**config.mk**
```make
export PLATFORM = sky130hd
export DESIGN_NAME = freq_scan_ctrl
export DESIGN_NICKNAME = d
export VERILOG_FILES = /design/src/rtl/freq_scan_ctrl.sv
export SDC_FILE = /design/constraint.sdc
export NUM_CORES = 1
export LEC_CHECK = 0
export ABC_AREA = 1
export BUFFER_PORTS_ARGS = -buffer_cell sky130_fd_sc_hd__buf_2
export CELL_PAD_IN_SITES_DETAIL_PLACEMENT = 0
export CELL_PAD_IN_SITES_GLOBAL_PLACEMENT = 1
export CORE_ASPECT_RATIO = 1.4
export CORE_MARGIN = 1
export CORE_UTILIZATION = 46
export CTS_BUF_LIST = sky130_fd_sc_hd__clkbuf_8 sky130_fd_sc_hd__clkbuf_16
export CTS_CLUSTER_SIZE = 12
export DETAILED_ROUTE_END_ITERATION = 10
export HOLD_SLACK_MARGIN = 0.08
export PLACE_DENSITY_LB_ADDON = 0.1
export SLEW_MARGIN = 20
export SYNTH_ARGS = -nofsm -noshare
export SYNTH_HDL_FRONTEND = slang
export SYNTH_SLANG_ARGS = --single-unit
```
**constraint.sdc**
```tcl
create_clock -name CLK -period 2.5 [get_ports CLK]
set_input_delay 0.125 -clock CLK [delete_from_list [all_inputs] [get_ports CLK]]
set_output_delay 0.125 -clock CLK [all_outputs]
set_load 0.1 [all_outputs]
```
**src/rtl/freq_scan_ctrl.sv**
```systemverilog
// Frequency scan controller: shares one gated rising-edge counter across NUM_CH inputs,
// visiting enabled channels in ascending order (settle window, then gate window, then store).
module freq_scan_ctrl #(
    parameter int NUM_CH        = 4,
    parameter int GATE_CYCLES   = 100000000,
    parameter int SETTLE_CYCLES = 16,
    parameter int CNT_W         = 12
) (
    input  logic                     CLK,
    input  logic                     RST_N,
    input  logic [NUM_CH-1:0]        IN,
    input  logic [NUM_CH-1:0]        CH_EN,
    input  logic                     START,
    input  logic                     CONTINUOUS,
    input  logic                     ABORT,
    output logic                     BUSY,
    output logic [2:0]               CUR_CH,
    output logic                     RESULT_VALID,
    output logic [2:0]               RESULT_CH,
    output logic [CNT_W-1:0]         RESULT_FREQ,
    output logic                     RESULT_OVF,
    output logic [NUM_CH*CNT_W-1:0]  FREQ_ALL,
    output logic                     DONE,
    output logic [2:0]               STATE_DBG
);

    localparam int MAX_WIN = (GATE_CYCLES > SETTLE_CYCLES) ? GATE_CYCLES : SETTLE_CYCLES;
    localparam int CYC_W   = $clog2(MAX_WIN) + 1;
    localparam int PTR_W   = $clog2(NUM_CH + 1);
    localparam logic [CNT_W-1:0] CNT_MAX     = '1;
    localparam logic [CYC_W-1:0] SETTLE_LAST = CYC_W'(SETTLE_CYCLES - 1);
    localparam logic [CYC_W-1:0] GATE_LAST   = CYC_W'(GATE_CYCLES - 1);

    typedef enum logic [2:0] {
        S_IDLE   = 3'd0,
        S_SELECT = 3'd1,
        S_SETTLE = 3'd2,
        S_GATE   = 3'd3,
        S_STORE  = 3'd4
    } state_t;

    state_t             state_q, state_d;
    logic [NUM_CH-1:0]  sync1_q, sync1_d, sync2_q, sync2_d;
    logic               last_q, last_d;
    logic [2:0]         cur_ch_q, cur_ch_d;
    logic [PTR_W-1:0]   ptr_q, ptr_d;
    logic [CYC_W-1:0]   cyc_q, cyc_d;
    logic [CNT_W-1:0]   cnt_q, cnt_d;
    logic               ovf_q, ovf_d;
    logic               busy_q, busy_d;
    logic               res_valid_q, res_valid_d;
    logic [2:0]         res_ch_q, res_ch_d;
    logic [CNT_W-1:0]   res_freq_q, res_freq_d;
    logic               res_ovf_q, res_ovf_d;
    logic               done_q, done_d;
    logic [CNT_W-1:0]   freq_all_q [NUM_CH];
    logic [CNT_W-1:0]   freq_all_d [NUM_CH];

    logic               sel_bit;
    logic               rise;
    logic               found;
    logic [2:0]         found_ch;

    always_comb begin
        sel_bit = 1'b0;
        for (int i = 0; i < NUM_CH; i++) begin
            if (cur_ch_q == 3'(i)) sel_bit = sync2_q[i];
        end
        rise = sel_bit & ~last_q;

        // Descending scan so the last hit is the lowest enabled channel at or above ptr_q.
        found    = 1'b0;
        found_ch = '0;
        for (int i = NUM_CH - 1; i >= 0; i--) begin
            if (CH_EN[i] && (PTR_W'(i) >= ptr_q)) begin
                found    = 1'b1;
                found_ch = 3'(i);
            end
        end

        state_d     = state_q;
        sync1_d     = IN;
        sync2_d     = sync1_q;
        last_d      = sel_bit;
        cur_ch_d    = cur_ch_q;
        ptr_d       = ptr_q;
        cyc_d       = cyc_q;
        cnt_d       = cnt_q;
        ovf_d       = ovf_q;
        res_valid_d = 1'b0;
        res_ch_d    = res_ch_q;
        res_freq_d  = res_freq_q;
        res_ovf_d   = res_ovf_q;
        done_d      = 1'b0;
        for (int k = 0; k < NUM_CH; k++) freq_all_d[k] = freq_all_q[k];

        if (ABORT) begin
            state_d = S_IDLE;
        end else begin
            case (state_q)
                S_IDLE: begin
                    if (START) begin
                        state_d = S_SELECT;
                        ptr_d   = '0;
                    end
                end
                S_SELECT: begin
                    if (found) begin
                        cur_ch_d = found_ch;
                        cyc_d    = '0;
                        cnt_d    = '0;
                        ovf_d    = 1'b0;
                        state_d  = S_SETTLE;
                    end else if (CONTINUOUS && (|CH_EN)) begin
                        ptr_d = '0;
                    end else begin
                        done_d  = 1'b1;
                        state_d = S_IDLE;
                    end
                end
                S_SETTLE: begin
                    if (cyc_q == SETTLE_LAST) begin
                        cyc_d   = '0;
                        state_d = S_GATE;
                    end else begin
                        cyc_d = cyc_q + CYC_W'(1);
                    end
                end
                S_GATE: begin
                    if (rise) begin
                        if (cnt_q == CNT_MAX) ovf_d = 1'b1;
                        else                  cnt_d = cnt_q + CNT_W'(1);
                    end
                    if (cyc_q == GATE_LAST) state_d = S_STORE;
                    else                    cyc_d   = cyc_q + CYC_W'(1);
                end
                S_STORE: begin
                    res_valid_d = 1'b1;
                    res_ch_d    = cur_ch_q;
                    res_freq_d  = cnt_q;
                    res_ovf_d   = ovf_q;
                    for (int k = 0; k < NUM_CH; k++) begin
                        if (cur_ch_q == 3'(k)) freq_all_d[k] = cnt_q;
                    end
                    ptr_d   = PTR_W'(cur_ch_q) + PTR_W'(1);
                    state_d = S_SELECT;
                end
                default: state_d = S_IDLE;
            endcase
        end

        busy_d = (state_d != S_IDLE);
    end

    always_ff @(posedge CLK or negedge RST_N) begin
        if (!RST_N) begin
            state_q     <= S_IDLE;
            sync1_q     <= '0;
            sync2_q     <= '0;
            last_q      <= 1'b0;
            cur_ch_q    <= '0;
            ptr_q       <= '0;
            cyc_q       <= '0;
            cnt_q       <= '0;
            ovf_q       <= 1'b0;
            busy_q      <= 1'b0;
            res_valid_q <= 1'b0;
            res_ch_q    <= '0;
            res_freq_q  <= '0;
            res_ovf_q   <= 1'b0;
            done_q      <= 1'b0;
            for (int k = 0; k < NUM_CH; k++) freq_all_q[k] <= '0;
        end else begin
            state_q     <= state_d;
            sync1_q     <= sync1_d;
            sync2_q     <= sync2_d;
            last_q      <= last_d;
            cur_ch_q    <= cur_ch_d;
            ptr_q       <= ptr_d;
            cyc_q       <= cyc_d;
            cnt_q       <= cnt_d;
            ovf_q       <= ovf_d;
            busy_q      <= busy_d;
            res_valid_q <= res_valid_d;
            res_ch_q    <= res_ch_d;
            res_freq_q  <= res_freq_d;
            res_ovf_q   <= res_ovf_d;
            done_q      <= done_d;
            for (int k = 0; k < NUM_CH; k++) freq_all_q[k] <= freq_all_d[k];
        end
    end

    always_comb begin
        FREQ_ALL = '0;
        for (int k = 0; k < NUM_CH; k++) FREQ_ALL[k*CNT_W +: CNT_W] = freq_all_q[k];
    end

    assign BUSY         = busy_q;
    assign CUR_CH       = cur_ch_q;
    assign RESULT_VALID = res_valid_q;
    assign RESULT_CH    = res_ch_q;
    assign RESULT_FREQ  = res_freq_q;
    assign RESULT_OVF   = res_ovf_q;
    assign DONE         = done_q;
    assign STATE_DBG    = state_q;

endmodule

```
==> results of run 1 <==
-- cell usage in the layout, fill, tap and decap left out, types with 2 or more instances in the layout --
| master | n |
|---|---|
| nand2_1 | 261 |
| dfrtp_1 | 124 |
| o21ai_0 | 94 |
| nor2_1 | 89 |
| buf_2 | 82 |
| inv_1 | 59 |
| nand3_1 | 39 |
| o211ai_1 | 19 |
| clkbuf_16 | 17 |
| nand4_1 | 14 |
| o21ai_1 | 13 |
| nor3_1 | 10 |
| a21oi_1 | 9 |
| xor2_1 | 9 |
| buf_4 | 8 |
| dlygate4sd3_1 | 7 |
| ha_1 | 6 |
| inv_6 | 6 |
| inv_2 | 4 |
| nor2_2 | 4 |
| nand3b_1 | 4 |
| o21bai_1 | 3 |
| clkinvlp_4 | 3 |
| or2_2 | 2 |
| nor2_4 | 2 |
| conb_1 | 2 |
-- routing by layer --
layer	GRT usage, %	vias up	wire (microns)
li1	-	2778	-
met1	29.72	2700	7134
met2	46.32	164	9033
met3	3.817	39	522
met4	12.28	0	680
met5	0	-	0
-- where the power goes --
group | switching, mW | internal, mW
combinational | 0.410 | 0.0966
sequential | 0.0385 | 2.06
clock | 0.975 | 1.41
-- flip-flops by register name, indices dropped and copies added, names as in the netlist, 3 cells and up --
name / cells
sync1_q: 4
FREQ_ALL: 48
sync2_q: 4
cyc_q: 28
cnt_q: 12
ptr_q: 3
RESULT_FREQ: 12
STATE_DBG: 3
-- timing repair --
action                    in CTS  in global routing
hold endpoints to repair     130                  0
buffers inserted               0                  0
hold buffers                   7                  0
-- per-stage QoR --
stage	std cells	instance area [sq um]	utilization, %	setup WS, ns
2_1_floorplan	808	6217	-	0.2034
3_3_place_gp	1041	6748	51.92	0.4835
3_5_place_dp	1041	6748	51.92	0.3993
4_1_cts	1080	7391	56.86	0.3768
5_1_grt	1080	7391	56.86	0.2076
6_report	1080	7391	56.86	0.3600
-- kinds of logic after synthesis --
group	count (synthesis)	synth area share, %
AO/OA/AOI/OAI	139	12.12
buffers and inverters	98	6.685
XOR/XNOR	10	1.410
flip-flops	124	49.94
other	1	0.06035
adder cells (fa/ha/maj)	6	1.208
AND/OR/NAND/NOR	429	28.57
-- final timing paths --
check | slack, ns | cells after the start | start | to
setup / recovery | 0.36 | 9 | cyc_q[0]$_DFFE_PN0P_ | cyc_q[12]$_DFFE_PN0P_
hold / removal | 0.09 | 5 | START | STATE_DBG[0]$_DFF_PN0_
setup reg to reg | 0.36 | 9 | cyc_q[0]$_DFFE_PN0P_ | cyc_q[12]$_DFFE_PN0P_
hold reg to reg | 0.35 | 0 | sync1_q[2]$_DFF_PN0_ | sync2_q[2]$_DFF_PN0_
max in group asynchronous | 1.61 | 3 | RST_N | cyc_q[19]$_DFFE_PN0P_
min in group asynchronous | 0.33 | 3 | RST_N | sync2_q[0]$_DFF_PN0_
-- critical path: cells and delay by family, from the launching register on --
family | cells | cell delay (ns)
buffers and inverters | 2 | 0.45
adder cells (fa/ha/maj) | 1 | 0.34
AND/OR/NAND/NOR | 5 | 0.60
AO/OA/AOI/OAI | 1 | 0.15
flip-flops | 1 | 0.47
-- area by class of cell --
| class | count | area share, % |
|---|---|---|
| Clock buffer | 18 | 5.942 |
| Clock inverter | 14 | 1.811 |
| Inverter | 62 | 3.149 |
| Multi-Input combinational cell | 586 | 36.52 |
| Sequential cell | 124 | 41.98 |
| Tap cell | 178 | 3.013 |
| Timing Repair Buffer | 98 | 7.584 |
==> flow_summary.ini, run 1 <==
[timing]
slew_headroom_pct = 45.48
post-route-period-util_pct = 85.60
worst_slew_pin_slew_ns = 0.8169
tns_ns = 0
rsz0062_at_grt = no
period_minus_slack_ns = 2.140
hold_viol_final = 0
clock_skew_ns = 0.01270
setup_viol = 0
fin_hold_ws_ns = 0.09244
clock.fmax_ghz = 0.4673
drv_slew = 0

[power]
p_leak_nw = 3.503
power_mw = 4.989
ir_drop_mv = 0.4014
power_density_nw_per_um2 = 675.1

[synth]
synth_top_area_share_pct = 49.94
synth_area_leaders = dfrtp_1 50%, nand2_1 16%, o21ai_0 7.6%, nor2_1 5.4%, inv_1 3.5%
synth_area_leader_cell = dfrtp_1
synthArstFlopShare_pct = 100.0
synth_area_sq_um = 6213
yosys_most_used_dff = dfrtp_1
synth_most_common_cell = nand2_1
synth_area_per_cell_sq_um = 7.699
synth_enable_flop_cells = 0
synth_seq_area_share_pct = 49.94
synth_seq_cells = 124
yosys_warnings = 0
synthTopCellsByCount = 261 x nand2_1, 124 x dfrtp_1, 94 x o21ai_0
synthCells = 807
ys_types = 31

[cells_and_area]
ff_latch_area_sq_um = 3103
drive_above_1_share_pct = 15.30
fillers = 1245
diodes = 0
nNetsFinal = 908
multiInputGateArea_sq_um = 2699
area_delta_synth_final_pct = 18.95

[floorplan]
rows = 49
die_area_sq_um = 13980
start_util_pct = 47.81
ios = 86
die_w_microns = 100.2
fp.dieH_microns = 139.5
core_sq_um = 13000

[route]
wire_per_inst_microns = 16.08
vias = 5681
drt-total-wl_microns = 17370
drt-initial-drc-count = 234
drt-vias-per-instance = 5.260
drtPass1Iterations = 5
drc = 0
ant_nets = 0

[run_status]
status = finished clean

[global_route]
grtUsageTotal_pct = 25.84
grt_pass1_vias = 5412
antenna_found_initial = 0
grt_overflow = 0
grt_first_pass_wirelength_microns = 27660
grt_max_degree = 125

[placement]
port_buffers = 83
dp_hpwl_microns = 12410
gp_congestion = 0.9634

[clock_tree]
ctsHtreeMaxLevel = 4
cts-root-buf = clkbuf_16
clkTransAtPathRegs_ns = 0.06
cts.path.max_buffers = 2
clk_latency_ns = 0.41
cts_tree = done
cts_sinks = 124
numCtsBuffers = 17
post_cts_resized = 0

[worst_setup_path]
cp_max_fo = 30
cpMaxStageDelayCell = dfrtp_1
cp_data_arrival_time_ns = 2.42
crit_path_end_kind = flop
critPathMaxStageDelay_ns = 0.47
start_kind = flop
worst-setup-path-type = flop to flop
worstPathCellList = ha_1 > nand3_1 > inv_2 > nand2_4 > nor2_2 > nand3_2 > nand3b_2 > buf_4 > o21ai_0
required_ns = 2.78

[worst_hold_path]
hold_path.class = input port to flop

[job]
maxCapViolCount = 0
Note: power is estimated with default switching activity, not from simulation.
==> run 2, diff against run 1 <==
--- a/config.mk
+++ b/config.mk
@@ -15,8 +15,10 @@
 export CTS_BUF_LIST = sky130_fd_sc_hd__clkbuf_8 sky130_fd_sc_hd__clkbuf_16
 export CTS_CLUSTER_SIZE = 12
 export DETAILED_ROUTE_END_ITERATION = 10
+export GPL_ROUTABILITY_DRIVEN = 1
 export HOLD_SLACK_MARGIN = 0.08
 export PLACE_DENSITY_LB_ADDON = 0.1
+export REMOVE_ABC_BUFFERS = 1
 export SLEW_MARGIN = 20
 export SYNTH_ARGS = -nofsm -noshare
 export SYNTH_HDL_FRONTEND = slang
==> flow_summary.ini, run 2 (synthesis gave the netlist of run 1 again) <==
[route]
drt-total-wl_microns = 16440
dr_wl_met3_microns = 590
drt-initial-drc-count = 292
dr_wl_met2_microns = 8788
vias = 5603
wire_per_inst_microns = 15.21
drtPass1Iterations = 6
drt-vias-per-instance = 5.183
ant_nets = 0
top_layer = met4
drc = 0
wl_met1_microns = 6653

[clock_tree]
clk_latency_ns = 0.42
clkTransAtPathRegs_ns = 0.06
ctsHtreeMaxLevel = 4
cts-root-buf = clkbuf_16
cts_sinks = 124
cts.path.max_buffers = 2
numCtsBuffers = 17
cts_tree = done

[placement]
dp_hpwl_microns = 11850
placed_area_sq_um = 6768
pre_cts_ws_ns = 0.4022
dpl.cell_count = 1042
gp_congestion = 0.9665
port_buffers = 83

[worst_setup_path]
worst-setup-path-type = flop to flop
cp_data_arrival_time_ns = 2.41
cp_max_fo = 25
crit_path_end_kind = flop
start_kind = flop
required_ns = 2.81

[cells_and_area]
diodes = 0
multiInputGateArea_sq_um = 2699
fillers = 1275
layout_common_cells = 261 x nand2_1, 124 x dfrtp_1, 94 x o21ai_0
final-instance-count-excl-fill = 1081
nNetsFinal = 909
largest_reg_flops = 48
drive_above_1_share_pct = 15.50
area_delta_synth_final_pct = 19.49
final_common_cell = nand2_1
fin_area_sq_um = 7425
ff_latch_area_sq_um = 3103

[global_route]
grt_pass1_vias = 5472
antenna_found_initial = 0
grt_overflow = 0
grtUsageTotal_pct = 24.74
grt_first_pass_wirelength_microns = 26900
grt_max_degree = 63

[timing]
post-route-period-util_pct = 84.10
hold_viol_final = 0
clock_skew_ns = 0.01190
slew_headroom_pct = 40.74
period_minus_slack_ns = 2.103
worst_slew_pin_slew_ns = 0.8879
setup_viol = 0
drv_slew = 0
fin_ws_ns = 0.3974
fin_hold_ws_ns = 0.09510
rsz0062_at_grt = no
clock.fmax_ghz = 0.4756

[job]
maxCapViolCount = 0

[floorplan]
rows = 49
start_util_pct = 47.81
fp.dieH_microns = 139.5
die_area_sq_um = 13980
ios = 86
die_w_microns = 100.2
core_sq_um = 13000

[run_status]
status = finished clean

[power]
ir_drop_mv = 0.5126
power_density_nw_per_um2 = 679.6
power_mw = 5.046
p_leak_nw = 3.525

[worst_hold_path]
hold_path.class = input port to flop
-- run 2: changes by cell type in the layout (fill, tap and decap cells not counted) --
cell / previous run / this run
inv_8: 1 / 2
clkinv_2: 1 / 0
inv_6: 6 / 8
inv_1: 59 / 58
clkinvlp_4: 3 / 1
clkinv_4: 1 / 2
buf_12: 1 / 2
-- run 2: cell type report --
cell class,count,area share (%)
repair buffers,99,7.819
flip-flops and latches,124,41.79
well taps,178,3.000
clock buffers,18,5.915
multi-input cells,586,36.35
clock inverters,14,1.989
inverters,62,3.134
-- run 2: per-layer routing --
layer  GRT usage [%]  vias to the layer above
met2           44.77                      147
met5               0                        -
li1                -                     2775
met1           28.43                     2644
met3           4.520                       37
met4           9.687                        0
-- run 2: worst paths after layout --
path                                              from                        to  slack [ns]  cells after the start
worst max register to register  STATE_DBG[0]$_DFF_PN0_  FREQ_ALL[42]$_DFFE_PN0P_        0.40                      5
min in group asynchronous                        RST_N  FREQ_ALL[41]$_DFFE_PN0P_        0.22                      2
worst max-delay path            STATE_DBG[0]$_DFF_PN0_  FREQ_ALL[42]$_DFFE_PN0P_        0.40                      5
max in group asynchronous                        RST_N      cyc_q[1]$_DFFE_PN0P_        1.47                      3
worst min-delay path                          CH_EN[1]     CUR_CH[1]$_DFFE_PN0P_         0.1                      4
worst min register to register    sync1_q[1]$_DFF_PN0_      sync2_q[1]$_DFF_PN0_        0.35                      0
-- run 2: critical path, stage by stage, from the launching register on --
cell and delay [ns]:
dfrtp_1 0.44, nor2_1 0.19, nand2_1 0.10, nor2_2 0.29, nand2_1 0.58, o21ai_0 0.38
-- run 2: power by group --
group	internal, mW	switching [mW]	leakage [nW]
registers	2.05	0.0326	1.67
clock network	1.44	1.01	0.288
logic	0.104	0.413	1.57
-- run 2: per-stage QoR --
step	util (%)	setup TNS [ns]
2_1_floorplan	-	-8.636
3_3_place_gp	52.07	0
3_5_place_dp	52.07	0
4_1_cts	57.12	0
5_1_grt	57.12	0
6_report	57.12	0
-- run 2: repair_timing --
action	in CTS	in global routing
gates resized for setup	0	0
buffers inserted	0	0
endpoints found under the hold margin	38	0
hold buffers	7	0
==> run 3, diff against run 2 <==
--- a/config.mk
+++ b/config.mk
@@ -5,13 +5,13 @@
 export SDC_FILE = /design/constraint.sdc
 export NUM_CORES = 1
 export LEC_CHECK = 0
-export ABC_AREA = 1
+export ABC_AREA = 0
 export BUFFER_PORTS_ARGS = -buffer_cell sky130_fd_sc_hd__buf_2
 export CELL_PAD_IN_SITES_DETAIL_PLACEMENT = 0
 export CELL_PAD_IN_SITES_GLOBAL_PLACEMENT = 1
 export CORE_ASPECT_RATIO = 1.4
 export CORE_MARGIN = 1
-export CORE_UTILIZATION = 46
+export CORE_UTILIZATION = 45
 export CTS_BUF_LIST = sky130_fd_sc_hd__clkbuf_8 sky130_fd_sc_hd__clkbuf_16
 export CTS_CLUSTER_SIZE = 12
 export DETAILED_ROUTE_END_ITERATION = 10
==> constraint.sdc (replaced) <==
create_clock -name CLK -period 2.1 [get_ports CLK]
set_input_delay 0.105 -clock CLK [delete_from_list [all_inputs] [get_ports CLK]]
set_output_delay 0.105 -clock CLK [all_outputs]
set_load 0.1 [all_outputs]
==> flow_summary.ini, run 3 <==
[run_status]
status = complete, but fails checks
violations = setup timing

[worst_hold_path]
hold_path.class = input port to flop

[floorplan]
fp.dieH_microns = 134.9
die_area_sq_um = 13070
die_w_microns = 96.91
rows = 48
ios = 86
start_util_pct = 46.09
core_sq_um = 12310

[clock_tree]
clk_latency_ns = 0.40
clkTransAtPathRegs_ns = 0.06
cts_tree = done
cts-root-buf = clkbuf_16
cts_sinks = 124
numCtsBuffers = 17
ctsHtreeMaxLevel = 4
cts.path.max_buffers = 2

[synth]
synthArstFlopShare_pct = 100.0
synthAdderAreaFrac_pct = 1.323
synth_seq_area_share_pct = 54.69
yosys_warnings = 0
synth_area_leaders = dfrtp_1 55%, mux2_2 12%, nor2_1 2.3%, xor2_1 2.2%, o21ai_0 2.1%
synth_area_sq_um = 5674
synth_top_family_by_area = simple AND/OR/NAND/NOR gates
synth_most_common_cell = dfrtp_1
ys_types = 62
synth_area_per_cell_sq_um = 11.49
yosys.area_share.xor_xnor_pct = 2.161
synth_enable_flop_cells = 0
yosys_most_used_dff = dfrtp_1
synth_area_leader_cell = dfrtp_1
synth_top_area_share_pct = 54.69
synthTopCellsByCount = 124 x dfrtp_1, 60 x mux2_2, 35 x nor2_1
synthCells = 494
synthMuxAreaShare_pct = 12.44
yosys.area_share.simple_pct = 15.02
synth_seq_cells = 124
synth-compound-area-share_pct = 11.03

[worst_setup_path]
cp_data_arrival_time_ns = 2.69
cp_max_fo = 6
cpMaxStageDelayCell = dfrtp_1
critPathMostFrequentCell = buf_4
crit_path_end_kind = flop
start_kind = flop
worstPathCellList = inv_2 > ha_4 > nand3b_1 > a2111oi_4 > buf_4 > nor3b_2 > buf_4 > o21ai_4 > or3_4 > a21oi_2
critPathMaxStageDelay_ns = 0.42
required_ns = 2.43
worst-setup-path-type = flop to flop

[placement]
dp_hpwl_microns = 11000
gp_congestion = 0.8312
placed_area_sq_um = 7042
pre_cts_ws_ns = -0.5605
port_buffers = 83

[global_route]
grt_pass1_vias = 5076
grtUsageTotal_pct = 25.35
antenna_found_initial = 0
grt_overflow = 0
grt_first_pass_wirelength_microns = 25520
grt_max_degree = 47

[route]
wire_per_inst_microns = 18.79
vias = 4884
drt-vias-per-instance = 5.500
drt-total-wl_microns = 16690
drc = 0
drt-initial-drc-count = 144
ant_nets = 0
drtPass1Iterations = 4

[timing]
fin_ws_ns = -0.2586
period_minus_slack_ns = 2.359
rsz0062_at_grt = yes
clock_skew_ns = 0.007105
drv_slew = 0
clock.fmax_ghz = 0.4240
hold_viol_final = 0
setup_viol = 35
post-route-period-util_pct = 112.3

[job]
maxCapViolCount = 0

[power]
combPwrFrac_pct = 18.5
power_density_nw_per_um2 = 793.2
p_leak_nw = 4.289
power_switching_mw = 1.836
power.internal_mw = 5.028
switching_share_pct = 26.74
clockPowerShare_pct = 45.1
power_mw = 6.864
p_seq_share_pct = 36.5
ir_drop_mv = 0.5999

[cells_and_area]
diodes = 0
nNetsFinal = 744
layout_common_cells = 125 x buf_4, 123 x dfrtp_1, 82 x buf_2
final_common_cell = buf_4
fillers = 893
area_delta_synth_final_pct = 52.50
drive_above_1_share_pct = 55.01
fin_area_sq_um = 8653
largest_reg_flops = 48
[run 3: cell count changes in the layout (fill, tap and decap cells not counted), sizes merged, moves of 8 or more]
cell and change:
buf +139, nor2 -60, or3 +9, o21ai -80
o211ai -15, mux2 +60, nand3 -25, inv -59
o31ai +8, nand2 -233, nor4 +9
[run 3: through the flow]
stage	util, %	TNS [ns]	hold slack, ns	cells
4_1_cts	67.36	-3.060	0.1088	872
6_report	70.28	-3.742	0.1209	888
2_1_floorplan	-	-197.79	-0.1906	466
3_3_place_gp	57.20	-6.219	0.09576	814
3_5_place_dp	57.20	-8.869	0.1064	814
5_1_grt	70.28	-7.028	0.1174	888
[run 3: final cells by class]
class	count	area [sq um]	share of cell area (%)
sequential	124	3104	35.87
multi-input combinational	332	2903	33.55
timing repair buffer	240	1778	20.55
clock buffer	18	439.2	5.075
clock inverter	14	193.9	2.241
tap	150	187.7	2.169
inverter	10	47.55	0.5495
[run 3: repair_timing]
item,4_1_cts,5_1_grt
setup buffers,22,20
resized for setup,88,59
pin swaps,34,37
endpoints found under the setup margin,39,39
endpoints found under the hold margin,39,0
cloned,1,2
hold buffers,7,0
[run 3: cell families (layout without fill, tap and decap cells)]
kind of cell	Yosys count	in the layout
buffers and inverters	39	282
other	1	2
DFF	124	124
AOI/OAI and AO/OA	89	89
xor gates and xnor gates	14	14
and+or+nand+nor	158	158
adders and majority gates	6	6
muxes	63	63
[run 3: final timing paths]
kind | startpoint | endpoint | slack, ns | cells past startpoint
min in group asynchronous | RST_N | FREQ_ALL[8]$_DFFE_PN0P_ | 0.22 | 2
hold / removal | CH_EN[0] | DONE$_DFF_PN0_ | 0.12 | 3
hold reg to reg | sync1_q[2]$_DFF_PN0_ | sync2_q[2]$_DFF_PN0_ | 0.35 | 0
setup / recovery | CUR_CH[1]$_DFFE_PN0P_ | cnt_q[5]$_DFFE_PN0P_ | -0.26 | 10
setup reg to reg | CUR_CH[1]$_DFFE_PN0P_ | cnt_q[5]$_DFFE_PN0P_ | -0.26 | 10
max in group asynchronous | RST_N | CUR_CH[0]$_DFFE_PN0P_ | 1.25 | 3
[run 3: critical path: cells and delay by family (launching register included)]
kind                     cells  cell delay (ns)
AND/OR/NAND/NOR              3             0.69
AO/OA/AOI/OAI                3             0.56
buffers and inverters        3             0.44
flip-flops                   1             0.42
adder cells (fa/ha/maj)      1             0.17
[run 3: layer usage]
| layer | GRT usage (%) | up-vias | part of all wire (%) |
|---|---|---|---|
| met3 | 4.555 | 59 | 3.4 |
| met4 | 14.10 | 0 | 4.9 |
| li1 | - | 2256 | - |
| met1 | 26.33 | 2439 | 36 |
| met2 | 47.85 | 130 | 56 |
| met5 | 0 | - | 0 |
[run 3: power groups by stage]
stage	Clock (mW)	Sequential [mW]	Combinational [mW]
final	3.09	2.50	1.27
after global routing	3.24	2.51	1.34
after CTS	3.15	2.50	1.08
after detailed placement	0	2.52	0.843
after global placement	0	2.52	0.826
after floorplan	0	2.71	0.240
